[src/rtl/keypad_entry.sv]
// keypad_entry: debounces press/release of decoded keypad digits and shifts
// each accepted digit into a DIGITS-deep BCD entry register.
module keypad_entry #(
    parameter int DEBOUNCE = 4,
    parameter int DIGITS   = 4,
    parameter int CW       = $clog2(DIGITS + 1)
) (
    input  logic                  clk,
    input  logic                  rst_n,
    input  logic                  valid,
    input  logic [3:0]            number,
    input  logic                  clear,
    output logic [4*DIGITS-1:0]   digits,
    output logic [CW-1:0]         digit_count,
    output logic [3:0]            last_digit,
    output logic                  digit_strobe,
    output logic                  overflow
);

    localparam int                CNT_W      = $clog2(DEBOUNCE + 1);
    localparam int                DW         = 4 * DIGITS;
    localparam logic [CNT_W-1:0]  CNT_LAST   = CNT_W'(DEBOUNCE - 1);
    localparam logic [CW-1:0]     COUNT_FULL = CW'(DIGITS);

    typedef enum logic [1:0] {
        IDLE       = 2'd0,
        PRESS_WAIT = 2'd1,
        HELD       = 2'd2,
        REL_WAIT   = 2'd3
    } state_t;

    state_t             r_state;
    state_t             w_state_nxt;
    logic [CNT_W-1:0]   r_cnt;
    logic [CNT_W-1:0]   w_cnt_nxt;
    logic [3:0]         r_cand;
    logic [3:0]         w_cand_nxt;
    logic               w_pressed;
    logic               w_accept;

    logic [DW-1:0]      r_digits;
    logic [DW-1:0]      w_digits_nxt;
    logic [CW-1:0]      r_count;
    logic [CW-1:0]      w_count_nxt;
    logic [3:0]         r_last;
    logic [3:0]         w_last_nxt;
    logic               r_strobe;
    logic               w_strobe_nxt;
    logic               r_overflow;
    logic               w_overflow_nxt;

    // A code above 9 is indistinguishable from no key at all.
    assign w_pressed = valid && (number <= 4'd9);

    // State register: FSM state, debounce counter and candidate digit.
    // NOTE: sequential state uses non-blocking (<=) so every register samples pre-edge values.
    always_ff @(posedge clk or negedge rst_n) begin
        if (!rst_n) begin
            r_state <= IDLE;
            r_cnt   <= '0;
            r_cand  <= '0;
        end else begin
            r_state <= w_state_nxt;
            r_cnt   <= w_cnt_nxt;
            r_cand  <= w_cand_nxt;
        end
    end

    // Next-state logic: press qualification, hold, and release qualification.
    // NOTE: every always_comb output gets a default first so no path infers a latch.
    always_comb begin
        w_state_nxt = r_state;
        w_cnt_nxt   = r_cnt;
        w_cand_nxt  = r_cand;
        w_accept    = 1'b0;
        unique case (r_state)
            IDLE: begin
                if (w_pressed) begin
                    w_cand_nxt  = number;
                    w_cnt_nxt   = CNT_W'(1);
                    w_state_nxt = PRESS_WAIT;
                end
            end
            PRESS_WAIT: begin
                if (!w_pressed || (number != r_cand)) begin
                    w_cnt_nxt   = '0;
                    w_state_nxt = IDLE;
                end else if (r_cnt < CNT_LAST) begin
                    w_cnt_nxt   = r_cnt + CNT_W'(1);
                end else begin
                    w_accept    = 1'b1;
                    w_cnt_nxt   = '0;
                    w_state_nxt = HELD;
                end
            end
            HELD: begin
                // Key changes while held are ignored: no auto-repeat.
                if (!w_pressed) begin
                    w_cnt_nxt   = CNT_W'(1);
                    w_state_nxt = REL_WAIT;
                end
            end
            REL_WAIT: begin
                if (w_pressed) begin
                    w_cnt_nxt   = '0;
                    w_state_nxt = HELD;
                end else if (r_cnt == CNT_LAST) begin
                    w_cnt_nxt   = '0;
                    w_state_nxt = IDLE;
                end else begin
                    w_cnt_nxt   = r_cnt + CNT_W'(1);
                end
            end
            default: begin
                w_cnt_nxt   = '0;
                w_state_nxt = IDLE;
            end
        endcase
    end

    // Output logic: next values of the entry register; clear beats an accept.
    always_comb begin
        w_digits_nxt   = r_digits;
        w_count_nxt    = r_count;
        w_last_nxt     = r_last;
        w_strobe_nxt   = 1'b0;
        w_overflow_nxt = 1'b0;
        if (clear) begin
            w_digits_nxt = '0;
            w_count_nxt  = '0;
            w_last_nxt   = '0;
        end else if (w_accept) begin
            w_digits_nxt   = (r_digits << 4) | DW'(r_cand);
            w_last_nxt     = r_cand;
            w_count_nxt    = (r_count == COUNT_FULL) ? r_count : r_count + CW'(1);
            w_strobe_nxt   = 1'b1;
            w_overflow_nxt = (r_count == COUNT_FULL);
        end
    end

    // Entry register and pulses, registered so no input reaches an output combinationally.
    // NOTE: every register here is small control/data state, so all of it is reset.
    always_ff @(posedge clk or negedge rst_n) begin
        if (!rst_n) begin
            r_digits   <= '0;
            r_count    <= '0;
            r_last     <= '0;
            r_strobe   <= 1'b0;
            r_overflow <= 1'b0;
        end else begin
            r_digits   <= w_digits_nxt;
            r_count    <= w_count_nxt;
            r_last     <= w_last_nxt;
            r_strobe   <= w_strobe_nxt;
            r_overflow <= w_overflow_nxt;
        end
    end

    assign digits       = r_digits;
    assign digit_count  = r_count;
    assign last_digit   = r_last;
    assign digit_strobe = r_strobe;
    assign overflow     = r_overflow;

endmodule

[config.mk]
export PLATFORM = sky130hd
export DESIGN_NAME = keypad_entry
export DESIGN_NICKNAME = d
export VERILOG_FILES = /design/src/rtl/keypad_entry.sv
export SDC_FILE = /design/constraint.sdc
export NUM_CORES = 1
export LEC_CHECK = 0
export BUFFER_PORTS_ARGS = -buffer_cell sky130_fd_sc_hd__buf_4
export CAP_MARGIN = 10
export CORE_ASPECT_RATIO = 1.4
export CORE_MARGIN = 1
export CORE_UTILIZATION = 30
export DETAILED_ROUTE_END_ITERATION = 7
export PLACE_DENSITY = 0.54
export REMOVE_ABC_BUFFERS = 1
export SLEW_MARGIN = 25
export SYNTH_ARGS = -nofsm -noshare
export SYNTH_HDL_FRONTEND = slang
export SYNTH_SLANG_ARGS = --single-unit
export TNS_END_PERCENT = 100
[constraint.sdc]
create_clock -name clk -period 2.99 [get_ports clk]
set_clock_uncertainty 0.2 [all_clocks]
set_input_delay 0.1495 -clock clk [delete_from_list [all_inputs] [get_ports clk]]
set_output_delay 0.1495 -clock clk [all_outputs]
set_load 0.05 [all_outputs]
Yosys cells after proc, flatten, opt, wreduce, memory -nomap -nowiden
Cells that the tools add are included.

word-level totals
  output and inout bits = 25
  bits in registers = 34
  logic and storage cells = 61

operators by class
  mux-type cells = 28
  add/subtract/negate cells = 2
  bitwise operators = 1
  magnitude comparators = 2
  equal/unequal tests = 11
  reduce and logical (&&, ||, !) cells = 9

operators by type and width
  kind                 count
  $mux 16              2
  $mux 3               9
  $or 16x4->16         1
  $mux 2               6
  $pmux 3 s4           1
  $mux 4               2
  $pmux 2 s4           1
  $mux 1               7
  $add 3x1->3 const B  2
  $ne 2x2->1 const B   3
  $ne 3x3->1 const B   2
  $reduce_and 2->1     3
  $eq 2x2->1 const B   2
  $le 4x4->1 const B   1
  $ne 4x4->1           1
  $reduce_and 4->1     1
  $eq 3x2->1 const B   1
  $eq 3x3->1 const B   1
  $lt 3x2->1 const B   1
  $eq 2x1->1 const B   1
  $logic_not 2->1      1
  $reduce_bool 2->1    1
  $logic_and 1x1->1    1
  $logic_not 1->1      1
  $logic_or 1x1->1     1

Longest topological paths before layout
Gate-level depths: netlist of the first run.

  depth after elaboration = 8
  mapped depth = 6

Least setup slack after synthesis of the first run
OpenSTA, ideal clock, no wires.

  path type = register to register
  start = register r_count[0] (netlist: digit_count[0])
  end = register r_count[0] (netlist: digit_count[0])
  arrival = 1.701 ns
  setup time = 0.128 ns
  path slack = 0.961 ns
  path buffers = 0
  cell stages (with the launch flop) = 7
  cells stage by stage = dfrtp_1 -> inv_1 -> ha_1 -> nand2_1 -> nand3_1 -> nor3_1 -> mux2_1

on the way
  longest elaborated chain between the ends = 4

RTL lines
  item                    RTL line  source
  from (decl)             43        logic [CW-1:0] r_count;
  from (signal assigned)  152       r_count <= w_count_nxt;
  $add 3x1->3             135       w_count_nxt = (r_count == COUNT_FULL) ? r_count : r_count + CW'(1);
  $mux 3                  135
  $mux 3                  132       end else if (w_accept) begin
  $mux 3                  128       if (clear) begin

Several ways; a longest one is shown, not always the timed one. The select of a mux whose other input is x is not followed.
A chain may end at the register's enable or synchronous reset.

Worst setup path in the final report of the first run
  start = input port number[1]
  end = register r_count[0] (netlist: digit_count[0])

on the way
  longest elaborated chain between the ends = 8

RTL lines
  item                           RTL line  source
  from (decl)                    11        input logic [3:0] number,
  $le 4x4->1                     53        assign w_pressed = valid && (number <= 4'd9);
  $logic_and 1x1->1              53
  $logic_not 1->1                --
  $logic_or 1x1->1 *             85        if (!w_pressed || (number != r_cand)) begin
  $mux 1 *                       85
  $mux 1 *                       76        unique case (r_state)
  $reduce_bool 2->1 (no line) *  --
  $reduce_and 2->1 (no line) *   --

Every way passes the cells marked *; elsewhere a longest branch is shown, timed or not.

==> run_results.csv, run 1 <==
group,metric,value,unit
outcome,status,"completed",
worst_setup_path,max_stage_delay,0.53,ns
detailed_routing,first_iter_violations,23,
sta,fin_crit_sh,72.9,%
floorplanning,io_pins,33,
sta,worst_pin_slew,0.435,ns
synth,syn_inst,146,
sta,worst_slack,0.809,ns
run,maxCapViolCount,0,
placement,hpwl,2530,microns
sta,setup_viol,0,
floorplanning,start_util,31.4,%
clock_network,cts-htree-levels,2,
clock_network,cts_buffers,5,
worst_setup_path,end_kind,"flop",
sta,holdWs,0.133,ns
synth,ys_seq_area_share,45.9,%
power_and_ir_drop,power.share.clock,41.4,%
synth,synth-warning-count,0,
sta,rsz0062_at_grt,"no",
placement,place_congestion,0.804,
layout,drive_above_1_share,26.8,%
floorplanning,core_area,5200,sq um
clock_network,clock_sinks,30,
sta,max_slew_margin,70.8,%
worst_setup_path,crit_slowest_cell,"dlygate4sd3_1",
detailed_routing,postRouteAntennaNets,0,
synth,synth_top_cell_by_area,"dfrtp_1",
grt,grt_max_degree,31,
worst_setup_path,worstPathArrival,2.14,ns
worst_setup_path,crit_chain,"dlygate4sd3_1 > buf_4 > o21ai_1 > nand2_1 > nor3_1 > mux2_1",
power_and_ir_drop,power_frac_seq,46.3,%
layout,antenna_cells,0,
floorplanning,die_x,64.4,microns
placement,numPortBuffers,32,
clock_network,clk_latency,0.28,ns
synth,synth.distinct_cells,33,
synth,synth_seq_cells,30,
layout,final_common_cell,"buf_4",
worst_setup_path,cp.required,2.95,ns
worst_setup_path,cp_top_family,"simple AND/OR/NAND/NOR gates",
placement,placed_area,1900,sq um
layout,fin_nets,195,
power_and_ir_drop,internal_power,0.725,mW
sta,fin_crit,2.18,ns
grt,antenna_found_initial,0,
layout,syn_to_final_growth,26.9,%
clock_network,postCtsSetupBuffers,0,
synth,synth_top_area_share,45.9,%
synth,yosys-top-cells-area,"dfrtp_1 46%, mux2i_1 11%, nand2b_1 8.4%, xnor2_2 4.0%, ha_1 3.8%",
synth,syn_avg_cell_area,11.2,sq um
layout,final_core_util,39.9,%
worst_setup_path,worstPathMaxFanout,6,
power_and_ir_drop,leakage,0.937,nW
clock_network,clockBufferDepth,2,
grt,grt_pass1_vias,1309,
worst_setup_path,critPathKind,"in -> reg",
power_and_ir_drop,switchingPower,0.239,mW
floorplanning,placementRows,31,
grt,track_usage,13.3,%
detailed_routing,wl_per_cell,13.5,microns
placement,pre_cts_ws,1.07,ns
clock_network,clk_pin_slew,0.07,ns
detailed_routing,drt-total-wl,3370,microns
power_and_ir_drop,switching_share,24.8,%
clock_network,hold_buffers,6,
detailed_routing,viasPerCell,4.88,
sta,setup_tns,0,ns
clock_network,cts_tree,"yes",
clock_network,cts_resized,0,
clock_network,root_buffer,"clkbuf_8",
sta,maxSlewViolCount,0,
layout,fill_cells,531,
detailed_routing,dr.pass1.iters,4,
grt,gr-total-overflow,0,
min_path,hold_path_class,"in -> async",
grt,grt_pass1_wl,5750,microns
synth,netlist_area,1630,sq um
worst_setup_path,startpoint_type,"input port",
sta,max_freq,459,MHz
sta,final_hold_viol_count,0,
floorplanning,die_h,89.3,microns
detailed_routing,vias,1216,
worst_setup_path,critPathBufInv,2,
power_and_ir_drop,pwr-share-comb,12.3,%
floorplanning,die-area,5750,sq um
power_and_ir_drop,power_density,465,nW/um^2
detailed_routing,drc,0,
layout,final_cell_mix,"33 x buf_4, 30 x dfrtp_1, 22 x nand2b_1",
power_and_ir_drop,ir_worst_vdd,0.293,mV
layout,finish.instance_area,2070,sq um
## registers in the layout, summed over array words and instances (netlist names)
| register | flops |
|---|---|
| r_state | 2 |
| r_cnt | 3 |
| digit_strobe | 1 |
| overflow | 1 |
| digits | 16 |
| digit_count | 3 |
| r_cand | 4 |
## metrics by stage
stage	instances	power [mW]
5_1_grt	249	1.01
2_1_floorplan	136	0.526
3_3_place_gp	235	0.560
3_5_place_dp	235	0.567
6_report	249	0.965
4_1_cts	249	0.981
## final timing paths
path | to | cells past startpoint | slack [ns] | start
min reg2reg | digits[13] | 2 | 0.35 | digits[13]
max | digit_count[0] | 6 | 0.81 | number[1]
min in group clk | r_cnt[2] | 4 | 0.18 | valid
min | digits[15] | 2 | 0.13 | rst_n
max reg2reg | digit_count[0] | 4 | 1.02 | r_state[0]
max in group asynchronous | digit_count[2] | 2 | 2.17 | rst_n
## final cells by class
type	instances	area (sq um)	share of cell area, %
multi-input combinational	100	801	38.6
timing repair buffer	39	308	14.8
sequential	30	751	36.2
tap	66	82.6	3.98
inverter	6	22.5	1.09
clock buffer	5	68.8	3.32
clock inverter	3	40.0	1.93
## power groups by stage
stage | Clock (mW) | Sequential, mW | Combinational (mW)
4_1_cts | 0.415 | 0.446 | 0.120
5_1_grt | 0.432 | 0.449 | 0.130
3_5_place_dp | 0 | 0.454 | 0.114
6_report | 0.399 | 0.447 | 0.118
3_3_place_gp | 0 | 0.451 | 0.109
2_1_floorplan | 0 | 0.449 | 0.0773
## logic make-up (layout without fill, tap and decap cells)
| kind of cell | Yosys count | count (layout) | synth area share, % |
|---|---|---|---|
| flops | 30 | 30 | 45.9 |
| fa+ha+maj | 5 | 5 | 3.83 |
| compound gates | 15 | 15 | 6.74 |
| simple gates | 53 | 53 | 20.0 |
| buf+inv | 16 | 53 | 5.05 |
| xor+xnor | 4 | 4 | 3.98 |
| mux | 23 | 23 | 14.5 |
## cells in the mapped netlist
cell type / number
nand3_1: 5
o22a_1: 1
a31o_2: 2
nand3b_1: 1
a222oi_1: 1
and3_1: 1
dfrtp_1: 30
nand4_4: 1
clkbuf_1: 5
and4b_1: 1
mux2_1: 5
inv_1: 6
mux2i_1: 18
nor2_1: 5
nor4_4: 1
xnor2_2: 4
a311oi_1: 1
a221o_1: 1
buf_4: 4
and2_1: 2
a21o_1: 2
o21ai_0: 2
a21oi_1: 2
nor2b_1: 2
nand2_1: 8
nor3_1: 3
and4_1: 1
o21ai_1: 1
buf_6: 1
nand2b_1: 22
o221ai_1: 1
ha_1: 5
a31oi_1: 1
## metal layers
layer	track usage (%)	up-vias	wire length [microns]
met5	0	-	0
met4	7.68	0	79
met3	3.83	9	147
met2	23.2	38	1750
met1	14.3	598	1390
li1	-	571	-
## worst reg2reg max path: cells and delay by family, from the launching register on
kind	cells	cell delay, ns
AND/OR/NAND/NOR	3	0.76
flip-flops	1	0.53
multiplexers	1	0.36
Power figures use the tool's default switching activity.
==> inputs of run 2 (changes only) <==
ABC_AREA = 1   (was unset)
PLACE_DENSITY = 0.56   (was 0.54)
clock period = 1.9 ns   (was 2.99 ns; I/O delays follow)
==> run 2 against run 1 <==
Net effect: global-route usage decreased by 0.39 points; core utilization decreased by 0.11 points; wire length decreased by 3.5%; area after synthesis decreased by 1.9%; clock power increased by 57%.
==> run_results.csv, run 2 <==
group,metric,value,unit
power_and_ir_drop,ir_worst_vdd,0.380,mV
clock_network,cts_tree,"yes",
layout,fin_nets,255,
detailed_routing,viasPerCell,4.43,
clock_network,clock_sinks,30,
detailed_routing,drc,0,
synth,syn_avg_cell_area,7.93,sq um
floorplanning,start_util,31.1,%
placement,numPortBuffers,32,
synth,ys_seq_area_share,46.8,%
worst_setup_path,path_common_cell,"nand2_1",
layout,largest_register_ff_count,16,
synth,synth_top_cell_by_area,"dfrtp_1",
worst_setup_path,startpoint_type,"input port",
grt,grt_max_degree,31,
layout,finish.instance_area,2050,sq um
grt,track_usage,12.9,%
synth,synth_compound_area_share,3.83,%
detailed_routing,wl_per_cell,10.5,microns
placement,hpwl,2390,microns
worst_setup_path,cp.required,1.88,ns
floorplanning,placementRows,31,
grt,grtUsageMet3,3.87,%
clock_network,clk_latency,0.28,ns
grt,grt-busiest-layer,"met2",
sta,final_hold_viol_count,0,
min_path,hold_path_class,"in -> async",
placement,dp.cells,294,
synth,synth_fa_ha_area_share,3.90,%
grt,grt_pass1_wl,5450,microns
floorplanning,io_pins,33,
layout,antenna_cells,0,
synth,synth.distinct_cells,21,
worst_setup_path,crit_chain,"dlygate4sd3_1 > buf_4 > inv_1 > nand2_1 > nand2_1 > nand3_1 > nor2_4 > nand3_4 > nand2_2 > inv_2 > nand2_1 > nand2_1",
outcome,status,"completed",
clock_network,clk_pin_slew,0.07,ns
worst_setup_path,end_kind,"flop",
layout,drive_above_1_share,22.2,%
synth,synth_seq_cells,30,
synth,synth_top_family_by_area,"simple AND/OR/NAND/NOR gates",
layout,final_cell_mix,"82 x nand2_1, 33 x buf_4, 30 x dfrtp_1",
power_and_ir_drop,switchingPower,0.637,mW
layout,syn_to_final_growth,28.0,%
layout,final_common_cell,"nand2_1",
grt,grt_pass1_vias,1234,
sta,fin_crit_sh,90.9,%
floorplanning,die_h,88.5,microns
sta,worst_pin_slew,0.379,ns
synth,synth_edf_count,0,
sta,maxSlewViolCount,0,
sta,fin_crit,1.73,ns
detailed_routing,first_iter_violations,81,
run,maxCapViolCount,0,
clock_network,cts_buffers,5,
synth,synthSimpleGateAreaFrac,34.3,%
placement,placed_area,1870,sq um
synth,synth_xor_area_share,2.19,%
power_and_ir_drop,pwr-share-comb,25.2,%
power_and_ir_drop,switching_share,33.2,%
power_and_ir_drop,power.share.clock,32.7,%
synth,synth-warning-count,0,
worst_setup_path,worstPathMaxFanout,16,
floorplanning,die_x,63.8,microns
detailed_routing,postRouteAntennaNets,0,
clock_network,root_buffer,"clkbuf_8",
detailed_routing,dr.pass1.iters,4,
floorplanning,core_area,5160,sq um
detailed_routing,vias,1368,
worst_setup_path,max_stage_delay,0.53,ns
power_and_ir_drop,power_density,935,nW/um^2
power_and_ir_drop,internal_power,1.28,mW
floorplanning,die-area,5640,sq um
layout,stdcell_count,309,
layout,final_core_util,39.8,%
synth,yosys-top-cells-area,"dfrtp_1 47%, nand2_1 19%, nand3_1 5.0%, inv_1 4.4%, ha_1 3.9%",
synth,synthTopCellsByCount,"82 x nand2_1, 30 x dfrtp_1, 19 x inv_1, 16 x nand3_1, 11 x nor2_1",
grt,met2_usage,22.1,%
synth,synth.most_common_cell,"nand2_1",
layout,fill_cells,549,
worst_setup_path,crit_slowest_cell,"dlygate4sd3_1",
synth,syn_inst,202,
clock_network,clockBufferDepth,2,
worst_setup_path,critPathKind,"in -> reg",
placement,place_congestion,0.821,
worst_setup_path,critPathBufInv,4,
sta,setup_tns,0,ns
synth,async_flop_share,100,%
grt,antenna_found_initial,0,
detailed_routing,drt-total-wl,3250,microns
grt,met1_usage,14.3,%
synth,ys_dominant_reg_cell,"dfrtp_1",
sta,setup_viol,0,
sta,max_slew_margin,74.7,%
power_and_ir_drop,leakage,1.13,nW
worst_setup_path,worstPathArrival,1.71,ns
synth,synth_top_area_share,46.8,%
synth,synth_mux_area_share,0,%
synth,netlist_area,1600,sq um
clock_network,cts-htree-levels,2,
power_and_ir_drop,power_frac_seq,42.1,%
sta,max_freq,579,MHz
worst_setup_path,cp_top_family,"buffers and inverters",
grt,gr-total-overflow,0,
sta,rsz0062_at_grt,"no",
-- run 2: kinds of logic after synthesis --
| group | Yosys count |
|---|---|
| buf+inv | 30 |
| simple gates | 123 |
| xor+xnor | 4 |
| flops | 30 |
| fa+ha+maj | 5 |
| compound gates | 10 |
-- run 2: final timing paths --
| kind | start | to | slack [ns] | cells past startpoint |
|---|---|---|---|---|
| min in group clk | valid | overflow | 0.09 | 5 |
| min reg2reg | digits[15] | digits[15] | 0.27 | 2 |
| max reg2reg | r_cand[2] | digits[0] | 0.25 | 10 |
| max | number[2] | digits[0] | 0.17 | 12 |
| min | rst_n | digits[14] | 0.07 | 2 |
| max in group asynchronous | rst_n | digit_count[0] | 1.14 | 2 |
-- run 2: stage by stage --
stage / power [mW] / setup slack, ns / hold slack [ns]
after floorplan: 1.17 / 0.242 / -0.401
after global placement: 1.28 / 0.260 / -0.148
after detailed placement: 1.29 / 0.241 / -0.149
after CTS: 1.95 / 0.0699 / 0.0580
after global routing: 2.06 / 0.0223 / 0.102
final: 1.92 / 0.173 / 0.0715
-- run 2: repair_timing --
item | CTS | global route
endpoints found under the setup margin | 0 | 16
setup buffers | 0 | 1
hold buffers | 6 | 0
resized for setup | 0 | 1
endpoints found under the hold margin | 54 | 0
-- run 2: final cells by class --
cell class | count | area (sq um) | share of cell area (%)
tap | 66 | 82.6 | 4.02
clock buffer | 5 | 68.8 | 3.35
clock inverter | 3 | 40.0 | 1.95
multi-input combinational | 142 | 712 | 34.7
sequential | 30 | 751 | 36.6
inverter | 24 | 90.1 | 4.39
timing repair buffer | 39 | 308 | 15.0
-- run 2: routing by layer --
| layer | wire (microns) | up-vias | part of all wire, % |
|---|---|---|---|
| li1 | - | 706 | - |
| met1 | 1370 | 628 | 42 |
| met2 | 1670 | 27 | 51 |
| met3 | 135 | 7 | 4.2 |
| met4 | 74 | 0 | 2.3 |
| met5 | 0 | - | 0 |
-- run 2: worst reg2reg max path, cell delays in order, from the launching register on --
cell	delay [ns]
dfrtp_1	0.40
inv_1	0.07
nand2_1	0.05
nand2_1	0.11
nand3_1	0.13
nor2_4	0.12
nand3_4	0.11
nand2_2	0.11
inv_2	0.12
nand2_1	0.09
nand2_1	0.05
-- run 2: power groups by stage --
stage                     logic, mW  registers [mW]  clock network [mW]
after floorplan               0.357           0.810                   0
after global placement        0.469           0.815                   0
after detailed placement      0.468           0.820                   0
after CTS                     0.483           0.808               0.655
after global routing          0.548           0.824               0.685
final                         0.482           0.808               0.628
